### config.mk
export PLATFORM = sky130hd
export DESIGN_NAME = game_flow_controller
export DESIGN_NICKNAME = d
export VERILOG_FILES = /design/src/rtl/game_pkg.sv /design/src/rtl/button_press_sync.sv /design/src/rtl/game_flow_controller.sv
export SDC_FILE = /design/constraint.sdc
export NUM_CORES = 1
export LEC_CHECK = 0
export ABC_AREA = 1
export CAP_MARGIN = 20
export CELL_PAD_IN_SITES_DETAIL_PLACEMENT = 1
export CELL_PAD_IN_SITES_GLOBAL_PLACEMENT = 1
export CORE_MARGIN = 4
export CORE_UTILIZATION = 39
export CTS_CLUSTER_DIAMETER = 50
export DETAILED_ROUTE_END_ITERATION = 16
export PLACE_DENSITY_LB_ADDON = 0.1
export SETUP_SLACK_MARGIN = 0.3
export SLEW_MARGIN = 40
export SYNTH_ARGS = -nofsm -noshare
export SYNTH_HDL_FRONTEND = slang
export SYNTH_SLANG_ARGS = --single-unit
### constraint.sdc
create_clock -name vga_clock -period 5 [get_ports vga_clock]
set_clock_uncertainty 0.2 [all_clocks]
set_input_delay 1.5 -clock vga_clock [delete_from_list [all_inputs] [get_ports vga_clock]]
set_output_delay 1.5 -clock vga_clock [all_outputs]
set_load 0.01 [all_outputs]
### src/rtl/game_pkg.sv
// Shared types and helpers for the game flow controller.
//   state_t      : top-level game flow states
//   SCR_*        : fixed screen indices for the non-level screens
//   thermometer  : lives count to 10-bit LED thermometer
package game_pkg;

   typedef enum logic [2:0] {
      StStart,
      StHold,
      StPlay,
      StWin,
      StGameOver
   } state_t;

   localparam logic [2:0] SCR_START     = 3'd0;
   localparam logic [2:0] SCR_WIN       = 3'd6;
   localparam logic [2:0] SCR_GAME_OVER = 3'd7;

   // leds[k] = 1 iff k < n
   function automatic logic [9:0] thermometer(input logic [2:0] n);
      logic [9:0] t;
      t = '0;
      for (int k = 0; k < 10; k++) begin
         t[k] = (k < int'(n));
      end
      return t;
   endfunction

endpackage

### src/rtl/button_press_sync.sv
// Two-flop synchronizer plus one-cycle falling-edge detector for a raw,
// active-low push button.
//   clk_i   : sampling clock
//   rst_i   : asynchronous active-high reset
//   btn_ni  : raw active-low button, asynchronous to clk_i
//   press_o : one-cycle pulse on each 1->0 edge of the synchronized button
module button_press_sync #(
   parameter logic ResetLevel = 1'b1
) (
   input  logic clk_i,
   input  logic rst_i,
   input  logic btn_ni,
   output logic press_o
);

   logic sync1_q, sync2_q, prev_q;

   always_ff @(posedge clk_i or posedge rst_i) begin
      if (rst_i) begin
         sync1_q <= ResetLevel;
         sync2_q <= ResetLevel;
         prev_q  <= ResetLevel;
      end else begin
         sync1_q <= btn_ni;
         sync2_q <= sync1_q;
         prev_q  <= sync2_q;
      end
   end

   // Held button keeps sync2_q low, so prev_q follows and the pulse ends.
   assign press_o = prev_q & ~sync2_q;

endmodule

### src/rtl/game_flow_controller.sv
// Whole-game sequencer: screen select, per-level reset/run gating, lives
// and per-attempt countdown timer.
//   vga_clock     : sole clock
//   reset         : asynchronous active-high reset
//   start_button  : raw active-low start button
//   level_win     : per-level win flags (bit i = level i+1), used in PLAY only
//   level_lose    : per-level lose flags (bit i = level i+1), used in PLAY only
//   screen        : 0 start, 1..NUM_LEVELS level, 6 win, 7 game over
//   level_reset_n : active-low reset for the selected screen module
//   inputs_enable : high only while a level is being played
//   lives         : remaining lives
//   seconds       : remaining seconds of the current attempt
//   leds          : lives thermometer
module game_flow_controller
   import game_pkg::*;
#(
   parameter int unsigned NUM_LEVELS        = 3,
   parameter int unsigned START_LIVES       = 3,
   parameter int unsigned TIME_LIMIT        = 100,
   parameter int unsigned CLOCKS_PER_SECOND = 25_000_000,
   parameter int unsigned HOLD_CYCLES       = 50_000_000
) (
   input  logic                  vga_clock,
   input  logic                  reset,
   input  logic                  start_button,
   input  logic [NUM_LEVELS-1:0] level_win,
   input  logic [NUM_LEVELS-1:0] level_lose,
   output logic [2:0]            screen,
   output logic                  level_reset_n,
   output logic                  inputs_enable,
   output logic [2:0]            lives,
   output logic [31:0]           seconds,
   output logic [9:0]            leds
);

   localparam logic [31:0] HoldLoad = 32'(HOLD_CYCLES - 1);
   localparam logic [31:0] TickLast = 32'(CLOCKS_PER_SECOND - 1);
   localparam logic [31:0] TimeInit = 32'(TIME_LIMIT);
   localparam logic [2:0]  LivesInit = 3'(START_LIVES);
   localparam logic [2:0]  LastLevel = 3'(NUM_LEVELS);

   logic press;

   button_press_sync #(
      .ResetLevel(1'b1)
   ) u_start_sync (
      .clk_i  (vga_clock),
      .rst_i  (reset),
      .btn_ni (start_button),
      .press_o(press)
   );

   state_t      state_q, state_d;
   logic [2:0]  level_q, level_d;
   logic [2:0]  lives_q, lives_d;
   logic [31:0] seconds_q, seconds_d;
   logic [31:0] tick_q, tick_d;
   logic [31:0] hold_q, hold_d;

   logic [2:0]  screen_q;
   logic        lvl_rst_n_q;
   logic        in_en_q;
   logic [9:0]  leds_q;

   // Only the flag for the current level counts.
   logic [NUM_LEVELS-1:0] cur_mask;
   logic                  win_hit, lose_hit;
   assign cur_mask = NUM_LEVELS'(1) << (level_q - 3'd1);
   assign win_hit  = |(level_win & cur_mask);
   assign lose_hit = |(level_lose & cur_mask) || (seconds_q == '0);

   always_ff @(posedge vga_clock or posedge reset) begin
      if (reset) begin
         state_q   <= StStart;
         level_q   <= 3'd1;
         lives_q   <= LivesInit;
         seconds_q <= TimeInit;
         tick_q    <= '0;
         hold_q    <= '0;
      end else begin
         state_q   <= state_d;
         level_q   <= level_d;
         lives_q   <= lives_d;
         seconds_q <= seconds_d;
         tick_q    <= tick_d;
         hold_q    <= hold_d;
      end
   end

   always_comb begin
      state_d   = state_q;
      level_d   = level_q;
      lives_d   = lives_q;
      seconds_d = seconds_q;
      tick_d    = tick_q;
      hold_d    = hold_q;
      unique case (state_q)
         StStart: begin
            if (press) begin
               state_d = StHold;
               level_d = 3'd1;
               lives_d = LivesInit;
               hold_d  = HoldLoad;
            end
         end
         StHold: begin
            if (hold_q == '0) begin
               state_d   = StPlay;
               seconds_d = TimeInit;
               tick_d    = '0;
            end else begin
               hold_d = hold_q - 32'd1;
            end
         end
         StPlay: begin
            if (win_hit) begin
               if (level_q == LastLevel) begin
                  state_d = StWin;
               end else begin
                  state_d = StHold;
                  level_d = level_q + 3'd1;
                  hold_d  = HoldLoad;
               end
            end else if (lose_hit) begin
               lives_d = lives_q - 3'd1;
               if (lives_q == 3'd1) begin
                  state_d = StGameOver;
               end else begin
                  state_d = StHold;
                  hold_d  = HoldLoad;
               end
            end else if (tick_q == TickLast) begin
               tick_d = '0;
               if (seconds_q != '0) seconds_d = seconds_q - 32'd1;
            end else begin
               tick_d = tick_q + 32'd1;
            end
         end
         StWin, StGameOver: begin
            if (press) state_d = StStart;
         end
         default: state_d = StStart;
      endcase
   end

   // Outputs registered from next-state so they move with the state change.
   always_ff @(posedge vga_clock or posedge reset) begin
      if (reset) begin
         screen_q    <= SCR_START;
         lvl_rst_n_q <= 1'b0;
         in_en_q     <= 1'b0;
         leds_q      <= thermometer(LivesInit);
      end else begin
         unique case (state_d)
            StHold, StPlay: screen_q <= level_d;
            StWin:          screen_q <= SCR_WIN;
            StGameOver:     screen_q <= SCR_GAME_OVER;
            default:        screen_q <= SCR_START;
         endcase
         lvl_rst_n_q <= (state_d == StPlay) || (state_d == StWin) || (state_d == StGameOver);
         in_en_q     <= (state_d == StPlay);
         leds_q      <= thermometer(lives_d);
      end
   end

   assign screen        = screen_q;
   assign level_reset_n = lvl_rst_n_q;
   assign inputs_enable = in_en_q;
   assign lives         = lives_q;
   assign seconds       = seconds_q;
   assign leds          = leds_q;

endmodule

Word level (Yosys, flattened, before mapping)
Cells that the tools add are included.
W data, S select, Z words.
{"block": "classes", "n_bitwise": 4, "n_shift": 1, "reduce_logical": 16, "eq_ne": 21, "addsub": 6, "n_mux": 35, "n_lt_le_gt_ge": 7}
{"cell": "$mux W32", "n": 15}
{"cell": "$pmux W32 S2", "n": 2}
{"cell": "$pmux W32 S3", "n": 1}
{"cell": "$logic_not A32 Y1", "n": 2}
{"cell": "$sub A32 B1 Y32 const B", "n": 2}
{"cell": "$mux W3", "n": 12}
{"cell": "$add A32 B1 Y32 const B", "n": 1}
{"cell": "$eq A32 B25 Y1 const B", "n": 1}
{"cell": "$reduce_bool A32 Y1", "n": 1}
{"cell": "$eq A3 B2 Y1 const B", "n": 5}
{"cell": "$ne A2 B2 Y1 const B", "n": 7}
{"cell": "$pmux W3 S2", "n": 2}
{"cell": "$pmux W3 S4", "n": 1}
{"cell": "$reduce_and A6 Y1", "n": 2}
{"cell": "$eq A3 B1 Y1 const B", "n": 3}
{"cell": "$lt A3 B3 Y1 const A", "n": 3}
{"cell": "$ne A3 B3 Y1 const B", "n": 3}
{"cell": "$pmux W3 S3", "n": 1}
{"cell": "$and A3 B3 Y3", "n": 2}
{"cell": "$eq A3 B3 Y1 const B", "n": 2}
{"cell": "$lt A1 B3 Y1 const A", "n": 2}
{"cell": "$lt A2 B3 Y1 const A", "n": 2}
{"cell": "$reduce_or A3 Y1", "n": 2}
{"cell": "$sub A3 B1 Y3 const B", "n": 2}
{"cell": "11 further kinds", "n": 14}
{"block": "word_totals", "reg_bits": 120, "output_inout_bits": 50, "input_bits": 9, "word_cells": 103}

Longest topological paths before layout
{"block": "logic_depth", "ltp_word": 11, "depth_mapped": 16, "mapped_depth_nobuf": 16}

Cells and area by module
A second synthesis with hierarchy kept.
{"block": "hier_totals", "cells_unflattened": 1105, "area_unflattened_um2": 7887.6}
{"module": "game_flow_controller", "area_each_um2": 7795.0, "seq_area_each_um2": 2914.0, "cells_each": 1099, "n_inst": 1}
{"module": "button_press_sync", "area_each_um2": 92.6, "seq_area_each_um2": 78.8, "cells_each": 6, "n_inst": 1}

Least setup slack after synthesis
Ideal clock, no wire load.
{"block": "synth_path", "kind": "input-to-reg", "startpoint": "in level_win[1]", "endpoint": "reg hold_q[4]", "setup_slack_ns": 2.146, "required_ns": 4.671, "path_stages": 11, "t_arrival_ns": 2.524, "path_cell_list": "nand3_1 -> nand3_1 -> nand2_1 -> inv_1 -> nor2_1 -> nand2_2 -> nand2_4 -> clkinv_2 -> buf_6 -> nand2_2 -> nand3_1"}
{"block": "synth_between", "elab_chain_len": 4, "elab_cells_between_ends": 8}
{"item": "start: declaration", "line_no": "game_flow_controller.sv:26", "rtl": "input logic [NUM_LEVELS-1:0] level_win,"}
{"item": "$and A3 B3 Y3 (*)", "line_no": "game_flow_controller.sv:69", "rtl": "assign win_hit = |(level_win & cur_mask);"}
{"item": "$reduce_or A3 Y1 (*)", "line_no": "game_flow_controller.sv:69"}
{"item": "$ne A3 B3 Y1 (no source line) / $mux W32 (equally long branches)"}
{"item": "$reduce_and A6 Y1 (no source line) / $pmux W32 S3 (equally long branches)"}
{"item": "end signal: assignment", "line_no": "game_flow_controller.sv:86", "rtl": "hold_q <= hold_d;"}
{"item": "end: declaration", "line_no": "game_flow_controller.sv:58", "rtl": "logic [31:0] hold_q, hold_d;"}
Mark *: on every way between the ends. The rest lies on a longest branch, timed or not.
A chain may end at the register's enable or synchronous reset.

Worst setup path after layout
{"block": "layout_path", "startpoint": "in level_win[2]", "endpoint": "reg hold_q[0]"}
The elaborated chain is that of the path after synthesis.

==> impl_metrics.py <==
metrics = {
    "synthesis": {
        "synth_cell_types": 40,
        "yosys_warnings": 0,
        "synth_top_cell_by_area": "dfrtp_1",
        "synth.yosys.seq_area_share_pct": 38.7,
        "synth_cells": 1069,
        "synth_top_area_share_pct": 34.7,
        "synth_edf_count": 0,
        "avgSynthCellArea_um2": 7.23,
        "synthArstFlopShare_pct": 100,
        "synthFlopType": "dfrtp_1",
        "synth.most_common_cell": "nand2_1",
        "synthTopCellsByArea": "dfrtp_1 (35%), nand2_1 (14%), nor2_1 (8.4%)",
        "yosys-top-cells-count": "nand2_1 (280), nor2_1 (173), dfrtp_1 (107)",
        "ys_ff_latch": 119,
        "syn-cell-area_um2": 7730,
    },
    "floorplanning": {
        "die_x_um": 149,
        "initial_utilization_pct": 39.7,
        "dieArea_um2": 22100,
        "floorplan.die.height_um": 149,
        "pin_count": 59,
        "rows": 51,
        "coreArea_um2": 19500,
    },
    "timing": {
        "slew-limit-headroom_pct": 57.9,
        "rsz0062_at_grt": "no",
        "fin_crit_ns": 3.80,
        "hold_violations": 0,
        "worst_pin_slew_ns": 0.631,
        "fin_crit_sh_pct": 76.0,
        "max_clock_freq_mhz": 263,
        "setup_viol": 0,
        "drv_slew": 0,
        "setup_tns_ns": 0,
    },
    "routing": {
        "routedLengthMet1_mm": 11.2,
        "routed-wl-met3_um": 528,
        "dr.first_iter.drc_count": 334,
        "vias": 6968,
        "routed.top_layer": "met4",
        "routed_wirelength_mm": 22.2,
        "wire_per_inst_um": 15.9,
        "firstDrtPassIters": 4,
        "ant_nets": 0,
        "viasPerCell": 4.99,
        "drc": 0,
        "route.met2.wl_mm": 10.2,
    },
    "job": {
        "drv_cap": 0,
    },
    "final_layout": {
        "nets": 1138,
        "fin_util_pct": 46.7,
        "area_growth_syn_to_layout_pct": 17.7,
        "drive_above_1_share_pct": 10.2,
        "multi_input_area_um2": 4150,
        "antenna_cells": 0,
        "regArea_um2": 2990,
        "fillers": 2473,
    },
    "clock_network": {
        "cts_resized": 0,
        "cts_root_buf": "clkbuf_16",
        "cts.path.max_buffers": 2,
        "h-tree-depth": 4,
        "ctsHoldBuffers": 0,
        "cts_tree": "yes",
        "clk_pin_slew_worst_paths_ns": 0.06,
        "post-cts-setup-buffers": 0,
        "cts_sinks": 119,
        "clk_latency_ns": 0.42,
        "cts_buffers": 17,
    },
    "min_path": {
        "hold_path_class": "flip-flop to flip-flop",
    },
    "placed_design": {
        "dpl.hpwl_mm": 16.3,
        "port_buffers": 55,
        "gp_congestion": 0.839,
    },
    "global_routing": {
        "grt_pass1_wl_mm": 37.6,
        "grt_max_degree": 64,
        "grt_overflow": 0,
        "grt_antenna_before_repair": 0,
        "grtUsageTotal_pct": 21.1,
        "grt_pass1_vias": 7266,
    },
    "setup_path": {
        "crit_required_ns": 5.09,
        "cp-start-kind": "primary input",
        "path_max_fanout": 41,
        "endpoint_kind": "flip-flop",
        "cp.arrival_ns": 3.89,
        "worstSetupPathType": "primary input to flip-flop",
    },
    "power": {
        "power.density_nw_per_um2": 360,
        "leakagePower_nw": 4.25,
        "peakVddDrop_mv": 0.285,
        "p_total_mw": 3.28,
    },
    "run_status": {
        "status": "completed",
    },
}
layer usage:
layer / vias to the layer above / track usage [%]
li1: 3506 / -
met1: 3349 / 30.1
met2: 88 / 33.4
met3: 25 / 3.07
met4: 0 / 6.00
met5: - / 0
power by group:
group	internal, mW	switching (mW)	leakage [nW]
combinational	0.280	0.552	2.49
clock	0.785	0.491	0.289
sequential	1.07	0.0955	1.47
registers in the layout (all words and copies together) (netlist names):
signal	cells
hold_q	32
inputs_enable	1
leds	7
level_q	3
level_reset_n	1
lives	2
screen	3
seconds	32
state_q	3
tick_q	32
u_start_sync.prev_q	1
u_start_sync.sync1_q	1
u_start_sync.sync2_q	1
final timing paths:
kind	start	endpoint	slack, ns	depth (start not counted)
setup / recovery	level_win[2]	hold_q[0]	1.20	10
hold / removal	u_start_sync.sync1_q	u_start_sync.sync2_q	0.15	0
setup reg to reg	state_q[0]	hold_q[0]	1.48	11
hold reg to reg	u_start_sync.sync1_q	u_start_sync.sync2_q	0.15	0
max in group asynchronous	reset	seconds[6]	2.56	4
min in group asynchronous	reset	leds[4]	1.19	2
logic make-up after synthesis:
logic type	after synthesis	share of synthesized area (%)
compound gates	105	8.42
xor+xnor	76	8.61
fa+ha+maj	10	1.62
buf+inv	134	7.67
flops	119	38.7
other cells	1	0.0485
simple gates	624	34.9
through the flow:
stage | area (µm²) | setup WS, ns | hold WS (ns) | cells
floorplan | 7740 | 1.85 | 0.145 | 1071
finish | 9100 | 1.20 | 0.152 | 1397
global placement | 8470 | 0.841 | 0.146 | 1364
CTS | 9080 | 1.17 | 0.154 | 1396
detailed placement | 8470 | 0.727 | 0.149 | 1364
global route | 9100 | 0.959 | 0.161 | 1397
critical path, stage by stage:
cell             delay [ns]
clkdlybuf4s50_1        0.46
nand3_1                0.08
nand3_1                0.22
inv_1                  0.19
nand3_2                0.11
nand2_2                0.07
nand2_4                0.26
clkinv_2               0.58
o21ai_1                0.31
o21ai_2                0.07
cells in the final DEF, fill, tap and decap left out, types with 6 or more instances in the layout:
cell type        count
clkbuf_16           17
clkdlybuf4s50_1     55
dfrtp_1            107
dfstp_2             12
ha_1                10
inv_1               93
nand2_1            280
nand2_2              7
nand3_1             77
nand4_1             29
nor2_1             173
nor3_1              25
o21ai_1             74
o21ai_2             10
o31ai_2              9
or2_2               15
xnor2_1              6
xor2_1              70
final cells by class:
cell class,instances,area share [%]
inverter,101,4.28
timing repair buffer,62,6.91
multi-input combinational,818,45.6
tap,265,3.65
clock inverter,15,1.98
clock buffer,17,4.68
sequential,119,32.9
Power figures use the tool's default switching activity.
